### src/rtl/motor_frame_decoder.sv
// Byte-frame decoder: SYNC, NUM_MOTORS speed bytes, optional XOR checksum, committed atomically.
// Includes an inter-byte timeout, error pulses and a link-loss failsafe that zeroes the speeds.
module motor_frame_decoder #(
  parameter int         NUM_MOTORS   = 4,
  parameter logic [7:0] SYNC_BYTE    = 8'hFF,
  parameter bit         CHK_EN       = 1'b1,
  parameter int         TIMEOUT_CYC  = 100000,
  parameter int         FAILSAFE_CYC = 5000000
) (
  input  logic                    clk,
  input  logic                    rst,
  input  logic [7:0]              serial,
  input  logic                    received,
  output logic [8*NUM_MOTORS-1:0] motor_speed,
  output logic                    frame_valid,
  output logic                    frame_err,
  output logic                    failsafe,
  output logic                    busy,
  output logic [1:0]              dbg_state
);

  localparam int IDX_W = $clog2(NUM_MOTORS) + 1;
  localparam int GAP_W = $clog2(TIMEOUT_CYC) + 1;
  localparam int FS_W  = $clog2(FAILSAFE_CYC) + 1;

  typedef enum logic [1:0] {
    S_IDLE    = 2'd0,
    S_PAYLOAD = 2'd1,
    S_CHECK   = 2'd2
  } state_t;

  state_t                  r_state, w_state_nxt;
  logic [IDX_W-1:0]        r_index, w_index_nxt;
  logic [7:0]              r_acc, w_acc_nxt;
  logic [7:0]              r_shadow [NUM_MOTORS];
  logic [7:0]              w_shadow_nxt [NUM_MOTORS];
  logic [GAP_W-1:0]        r_gap, w_gap_nxt;
  logic [FS_W-1:0]         r_fs_cnt;
  logic [8*NUM_MOTORS-1:0] r_motor_speed, w_commit_vec;
  logic                    r_frame_valid, r_frame_err, r_failsafe;
  logic                    w_timeout, w_commit, w_bad_chk, w_last;

  always_comb begin
    w_state_nxt  = r_state;
    w_index_nxt  = r_index;
    w_acc_nxt    = r_acc;
    w_shadow_nxt = r_shadow;
    w_gap_nxt    = '0;
    w_commit     = 1'b0;
    w_bad_chk    = 1'b0;
    w_timeout    = (r_state != S_IDLE) && (r_gap == GAP_W'(TIMEOUT_CYC));
    w_last       = (r_index == IDX_W'(NUM_MOTORS - 1));
    case (r_state)
      S_IDLE: begin
        if (received && serial == SYNC_BYTE) begin
          w_state_nxt = S_PAYLOAD;
          w_index_nxt = '0;
          w_acc_nxt   = '0;
        end
      end
      S_PAYLOAD: begin
        // A byte landing on the timeout cycle is dropped with the frame.
        if (w_timeout) begin
          w_state_nxt = S_IDLE;
        end else if (received) begin
          for (int k = 0; k < NUM_MOTORS; k++) begin
            if (r_index == IDX_W'(k)) w_shadow_nxt[k] = serial;
          end
          w_acc_nxt   = r_acc ^ serial;
          w_index_nxt = r_index + 1'b1;
          if (w_last) begin
            if (CHK_EN) begin
              w_state_nxt = S_CHECK;
            end else begin
              w_state_nxt = S_IDLE;
              w_commit    = 1'b1;
            end
          end
        end else begin
          w_gap_nxt = r_gap + 1'b1;
        end
      end
      S_CHECK: begin
        if (w_timeout) begin
          w_state_nxt = S_IDLE;
        end else if (received) begin
          w_state_nxt = S_IDLE;
          if (serial == r_acc) w_commit  = 1'b1;
          else                 w_bad_chk = 1'b1;
        end else begin
          w_gap_nxt = r_gap + 1'b1;
        end
      end
      default: w_state_nxt = S_IDLE;
    endcase
    // Built from the next shadow so the final payload byte is included when there is no checksum.
    for (int k = 0; k < NUM_MOTORS; k++) begin
      w_commit_vec[8*k +: 8] = w_shadow_nxt[k];
    end
  end

  always_ff @(posedge clk or posedge rst) begin
    if (rst) begin
      r_state <= S_IDLE;
      r_index <= '0;
      r_acc   <= '0;
      r_gap   <= '0;
      for (int k = 0; k < NUM_MOTORS; k++) r_shadow[k] <= '0;
    end else begin
      r_state  <= w_state_nxt;
      r_index  <= w_index_nxt;
      r_acc    <= w_acc_nxt;
      r_gap    <= w_gap_nxt;
      r_shadow <= w_shadow_nxt;
    end
  end

  // Commit has priority over a failsafe expiry in the same cycle.
  always_ff @(posedge clk or posedge rst) begin
    if (rst) begin
      r_motor_speed <= '0;
      r_frame_valid <= 1'b0;
      r_frame_err   <= 1'b0;
      r_failsafe    <= 1'b0;
      r_fs_cnt      <= '0;
    end else begin
      r_frame_valid <= w_commit;
      r_frame_err   <= w_timeout | w_bad_chk;
      if (w_commit) begin
        r_motor_speed <= w_commit_vec;
        r_failsafe    <= 1'b0;
        r_fs_cnt      <= '0;
      end else if (FAILSAFE_CYC != 0 && r_fs_cnt != FS_W'(FAILSAFE_CYC)) begin
        r_fs_cnt <= r_fs_cnt + 1'b1;
        if (r_fs_cnt == FS_W'(FAILSAFE_CYC - 1)) begin
          r_failsafe    <= 1'b1;
          r_motor_speed <= '0;
        end
      end
    end
  end

  assign motor_speed = r_motor_speed;
  assign frame_valid = r_frame_valid;
  assign frame_err   = r_frame_err;
  assign failsafe    = r_failsafe;
  assign busy        = (r_state != S_IDLE);
  assign dbg_state   = r_state;

endmodule

### config.mk
export PLATFORM = sky130hd
export DESIGN_NAME = motor_frame_decoder
export DESIGN_NICKNAME = d
export VERILOG_FILES = /design/src/rtl/motor_frame_decoder.sv
export SDC_FILE = /design/constraint.sdc
export NUM_CORES = 1
export LEC_CHECK = 0
export CAP_MARGIN = 5
export CELL_PAD_IN_SITES_DETAIL_PLACEMENT = 0
export CELL_PAD_IN_SITES_GLOBAL_PLACEMENT = 1
export CORE_MARGIN = 4
export CORE_UTILIZATION = 46
export CTS_CLUSTER_DIAMETER = 50
export CTS_CLUSTER_SIZE = 10
export DETAILED_ROUTE_END_ITERATION = 8
export PLACE_DENSITY = 0.79
export SLEW_MARGIN = 5
export SYNTH_ARGS = -nofsm -noshare
export SYNTH_HDL_FRONTEND = slang
export SYNTH_SLANG_ARGS = --single-unit
### constraint.sdc
create_clock -name clk -period 6 [get_ports clk]
set_input_delay 1.8 -clock clk [delete_from_list [all_inputs] [get_ports clk]]
set_output_delay 1.8 -clock clk [all_outputs]
set_load 0.02 [all_outputs]
==> results.ini, run 1 <==
[sta]
timing_hold_violations_final = 0
rsz0062_at_grt = false
relSlewSlack_pct = 38.4
setup_viol = 0
tns_ps = 0
post-route-period-util_pct = 68.4
clock_skew_ps = 6.67
drv_slew = 0
fin_crit_ps = 4110
fin_ws_ps = 1890
fmax_mhz = 244
worst_pin_slew_ps = 924

[hold_path]
hold_path_end = r_gap[0]
hold_start = r_gap[0]
hold_depth = 1
hold_class = reg2reg

[routing]
dr.pass1.iters = 5
drtIter0Drc = 310
num_vias = 4194
via_per_inst = 5.30
drc = 0
routed_wl_mm = 12.8
routedWlPerCell_um = 16.1
final_antenna_net_count = 0

[setup_path]
reg2reg_depth = 5
worstPathCellList = clkdlybuf4s50_1, nor2b_1, nor4_1, nand4_1, nor3_4, buf_4, mux2i_1
reg2reg_to = r_shadow[4]
cp.arrival_ps = 4440
crit_path_end_kind = flop
worst-path-max-fanout = 32
required_ps = 6330
worstSetupStartpointType = primary input
rrSetupSlack_ps = 3280
timing.rr.start = r_gap[3]
path_class = in2reg
crit_slowest_cell = clkdlybuf4s50_1
critPathMaxStageDelay_ps = 670

[power]
peakVddDrop_v = 0.000215
p_leak_uw = 0.00328
powerDensity_nw_per_um2 = 383
power_uw = 2770

[floorplan]
die_w_um = 122
start_util_pct = 47.3
io_pins = 49
fp.dieH_um = 122
core_region_area_um2 = 12700
die_area_um2 = 14900
rows = 41

[cells_and_area]
drive_gt1_share_pct = 12.9
antennaDiodeCount = 0
fill_cells = 1114
synthToLayoutAreaGrowth_pct = 20.5
nets = 631

[clock_network]
tritoncts = built
cts_resized = 0
clk_latency_ps = 410
cts_root_buf = clkbuf_16
clock_path_buffers = 2
cts_sinks = 122
cts_hold_buffers = 0
cts_buffers = 17
clkSlewWorstSetupHoldPaths_ps = 50
htree_levels = 4
postCtsSetupBuffers = 0

[synthesis]
ys_warn_count = 0
synth_edf_count = 0
synthCells = 559
avgSynthCellArea_um2 = 10.7
ys.flop_type = dfrtp_1
synthesis.nets = 583
ys_async_sr_fraction_pct = 100
synth.distinct_cells = 42
synth_area_um2 = 5990
synth.ff_latch_count = 122
synth-seq-area-share_pct = 50.9

[run_status]
status = completed

[grt]
grt_usage_pct = 18.7
antenna_found_initial = 0
grt.overflow.total = 0
grt_start_max_net_pins = 74
grt_pass1_vias = 4193
grt_pass1_wl_mm = 21.4

[placed_design]
io_buffers = 48
place_ws_ps = 1410
dp_hpwl_mm = 8.49
routabilityCongestion = 0.766

[flow_run]
maxCapViolCount = 0

placed cells by master, fill, tap and decap left out, types with 4 or more instances in the layout:
cell type        netlist  routed
a21oi_1               12      12
and3_1                 4       4
buf_4                  0       6
clkbuf_16              0      17
clkbuf_8               0       4
clkdlybuf4s50_1        0      48
clkinv_2               0       5
dfrtp_1              122     122
ha_1                  13      13
inv_1                 19      18
mux2_2                34      34
mux2i_1               65      65
nand2_1               68      68
nand3_1               22      22
nand4_1                8       8
nor2_1                56      56
nor2b_1               16      16
nor3_1                 7       7
nor4_1                10      10
o21ai_0               10      10
xnor2_1               21      21
xor2_1                16      16
flip-flops by register name, indices dropped and copies added, names as in the netlist:
signal,flops
r_index,3
r_fs_cnt,24
failsafe,1
frame_valid,1
r_gap,18
motor_speed,32
frame_err,1
dbg_state,2
r_shadow,32
r_acc,8
cell usage after synthesis, types with 8 or more instances:
cell type | n | share of area, %
xor2_1 | 16 | 2.3
mux2_2 | 34 | 6.4
nand2_1 | 68 | 4.3
o21ai_0 | 10 | 0.83
clkbuf_1 | 16 | 1.0
ha_1 | 13 | 2.7
nand3_1 | 22 | 1.8
dfrtp_1 | 122 | 51
nor2b_1 | 16 | 1.7
inv_1 | 19 | 1.2
nand4_1 | 8 | 0.83
mux2i_1 | 65 | 11
nor4_1 | 10 | 1.0
a21oi_1 | 12 | 1.0
xnor2_1 | 21 | 3.1
nor2_1 | 56 | 3.5
final cells by class:
type	count	area, um2	share of cell area, %
multi-input combinational	393	2750	38.0
sequential	122	3050	42.3
tap	172	215	2.98
inverter	19	73.8	1.02
timing repair buffer	54	526	7.28
clock buffer	24	492	6.81
clock inverter	8	115	1.59
stage by stage:
stage	area [um2]	cells	hold WS [ps]	util (%)
floorplan	5990	559	449	-
global placement	6620	760	476	52.2
detailed placement	6620	760	479	52.2
CTS	7220	792	487	57.0
global route	7220	792	516	57.0
finish	7220	792	483	57.0
per-layer routing:
metal / global-route usage, % / part of all wire [%]
met4: 6.23 / 1.2
met1: 25.9 / 48
met3: 5.11 / 4.4
met2: 28.7 / 46
met5: 0 / 0
worst max path at each step:
stage	startpoint	to	slack [ps]	cells past startpoint
after global routing	serial[1]	motor_speed[28]	1700	7
after detailed placement	serial[1]	motor_speed[1]	1410	7
after global placement	serial[1]	motor_speed[16]	1530	7
after floorplan	rst	dbg_state[0]	960	1
final	serial[1]	motor_speed[20]	1890	7
after CTS	serial[1]	motor_speed[20]	1860	7
power by group:
| part | leakage [uW] | switching (uW) | total, uW | internal, uW |
|---|---|---|---|---|
| sequential | 0.00146 | 106 | 1100 | 989 |
| combinational | 0.00152 | 333 | 631 | 298 |
| clock | 0.000304 | 347 | 1040 | 693 |
| total | 0.00328 | 786 | 2770 | 1980 |
worst max-delay path, delay by kind of cell:
| family | cells | cell delay, ps |
|---|---|---|
| AND/OR/NAND/NOR | 4 | 1200 |
| buffers and inverters | 2 | 1160 |
| multiplexers | 1 | 250 |
cell families after synthesis:
kind of cell | synth area share, %
AND/OR/NAND/NOR | 17.6
AO/OA/AOI/OAI | 2.73
multiplexers | 17.2
XOR/XNOR | 5.41
flip-flops | 50.9
buffers and inverters | 3.34
adder cells (fa/ha/maj) | 2.71
Note: power is estimated with default switching activity, not from simulation.
==> run 2, diff against run 1 <==
CORE_UTILIZATION = 42   (was 46)
PLACE_DENSITY = 0.76   (was 0.79)
clock period = 3.7 ns   (was 6 ns; I/O delays follow)
==> run 2 against run 1 <==
Critical path depth is the same. Power grew 63%. Sequential power grew 62%. Via count shrank 1.4%. Non-clock buffer count grew 9. Cell area grew 1.3%. Hold slack gained 7.8 ps. Core utilization shrank 4.5 points. Flip-flop and latch count is the same. Final cell count grew 2.1%. Critical path type unchanged.
==> results.ini, run 2 (synthesis gave the netlist of run 1 again) <==
[setup_path]
worstSetupStartpointType = primary input  ; unchanged
required_ps = 4030  ; was 6330 ps
path_class = in2reg  ; unchanged
cp.arrival_ps = 3420  ; was 4440 ps
crit_path_end_kind = flop  ; unchanged
worst-path-max-fanout = 11  ; was 32

[sta]
post-route-period-util_pct = 83.4
rsz0062_at_grt = false  ; unchanged
fmax_mhz = 324
clock_skew_ps = 7.43  ; was 6.67 ps
timing_hold_violations_final = 0  ; unchanged
tns_ps = 0  ; unchanged
fin_crit_ps = 3090
relSlewSlack_pct = 45.5  ; was 38.4%
setup_viol = 0  ; unchanged
worst_pin_slew_ps = 818  ; was 924 ps
drv_slew = 0  ; unchanged

[floorplan]
die_w_um = 127  ; was 122 um
start_util_pct = 43.0  ; was 47.3%
io_pins = 49  ; unchanged
core_region_area_um2 = 13900  ; was 12,700 um2
die_area_um2 = 16200  ; was 14,900 um2
rows = 43  ; was 41
fp.dieH_um = 127  ; was 122 um

[grt]
grt_start_max_net_pins = 64  ; was 74
met1_usage_pct = 23.8  ; was 25.9%
grt_pass1_wl_mm = 22.1  ; was 21.4 mm
grt_usage_pct = 17.2  ; was 18.7%
gr-usage-met3_pct = 4.01  ; was 5.11%
grt_pass1_vias = 4328  ; was 4,193
grt.overflow.total = 0  ; unchanged
use_met2_pct = 26.8  ; was 28.7%
grt.busiest_layer = met2  ; unchanged
antenna_found_initial = 0  ; unchanged

[routing]
routed_wl_mm = 13.0  ; was 12.8 mm
num_vias = 4134  ; was 4,194
final_antenna_net_count = 0  ; unchanged
via_per_inst = 5.11  ; was 5.30
drc = 0  ; unchanged
routedWlPerCell_um = 16.1  ; about the same
drtIter0Drc = 250  ; was 310
dr.pass1.iters = 4  ; was 5

[clock_network]
cts_root_buf = clkbuf_16  ; unchanged
cts_resized = 0  ; unchanged
clock_path_buffers = 2  ; unchanged
cts_buffers = 17  ; unchanged
clkSlewWorstSetupHoldPaths_ps = 60  ; was 50 ps
htree_levels = 4  ; unchanged
postCtsSetupBuffers = 0  ; unchanged
cts_hold_buffers = 0  ; unchanged
clk_latency_ps = 410  ; about the same
cts_sinks = 122  ; unchanged
tritoncts = built  ; unchanged

[hold_path]
hold_class = reg2reg  ; unchanged

[cells_and_area]
final_area_um2 = 7320  ; was 7220 um2
final_common_cell = dfrtp_1  ; unchanged
synthToLayoutAreaGrowth_pct = 22.1  ; was 20.5%
fill_cells = 1238  ; was 1,114
mostFrequentLayoutCells = dfrtp_1, nand2_1, mux2i_1  ; unchanged
drive_gt1_share_pct = 14.5  ; was 12.9%
nets = 640  ; was 631
instances_no_fill = 809  ; was 792
antennaDiodeCount = 0  ; unchanged

[power]
powerDensity_nw_per_um2 = 617  ; was 383 nW/um2
peakVddDrop_v = 0.000368  ; was 0.000215 V
p_leak_uw = 0.00331  ; was 0.00328 uW

[placed_design]
io_buffers = 48  ; unchanged
dp_hpwl_mm = 8.67  ; was 8.49 mm
routabilityCongestion = 0.837  ; was 0.766
dpl-instance-area_um2 = 6710  ; was 6620 um2
place_inst = 777  ; was 760

[run_status]
status = completed  ; unchanged

[flow_run]
maxCapViolCount = 0  ; unchanged

## run 2: worst paths after layout
check,start,to,slack [ps],cells past startpoint
max in group asynchronous,rst,r_gap[9],1830,3
min in group asynchronous,rst,motor_speed[24],1310,3
hold reg to reg,r_gap[0],r_gap[0],490,1
setup reg to reg,r_gap[3],r_shadow[0],1030,5
hold / removal,r_gap[0],r_gap[0],490,1
setup / recovery,serial[6],motor_speed[10],610,7
## run 2: through the flow
stage | hold slack (ps) | setup WS, ps | util [%] | power [uW]
floorplan | 449 | 979 | - | 2540
global placement | 471 | 298 | 48.1 | 2790
detailed placement | 487 | 243 | 48.1 | 2830
CTS | 495 | 633 | 52.5 | 4550
global route | 513 | 448 | 52.5 | 4770
finish | 491 | 613 | 52.5 | 4510
## run 2: power by group
part           internal [uW]  switching (uW)  total (uW)
Combinational            505             527        1030
Clock                   1080             623        1700
Sequential              1600             174        1780
Total                   3190            1320        4510
## run 2: routing by layer
layer | vias up | wire length [um]
li1 | 2015 | -
met1 | 2057 | 6450
met2 | 51 | 5960
met3 | 11 | 402
met4 | 0 | 187
met5 | - | 0
## run 2: worst max-delay path: stages
cell,delay [ps]
clkdlybuf4s50_1,810
nor2b_1,140
nor4_1,340
nand4_1,260
nor3_4,260
buf_4,260
mux2i_1,220
## run 2: area by class of cell
type	count	area, um2	share of cell area [%]
Clock buffer	19	443	6.05
Clock inverter	13	169	2.31
Inverter	19	75.1	1.03
Multi-Input combinational cell	393	2750	37.5
Sequential cell	122	3050	41.7
Tap cell	180	225	3.08
Timing Repair Buffer	63	606	8.27
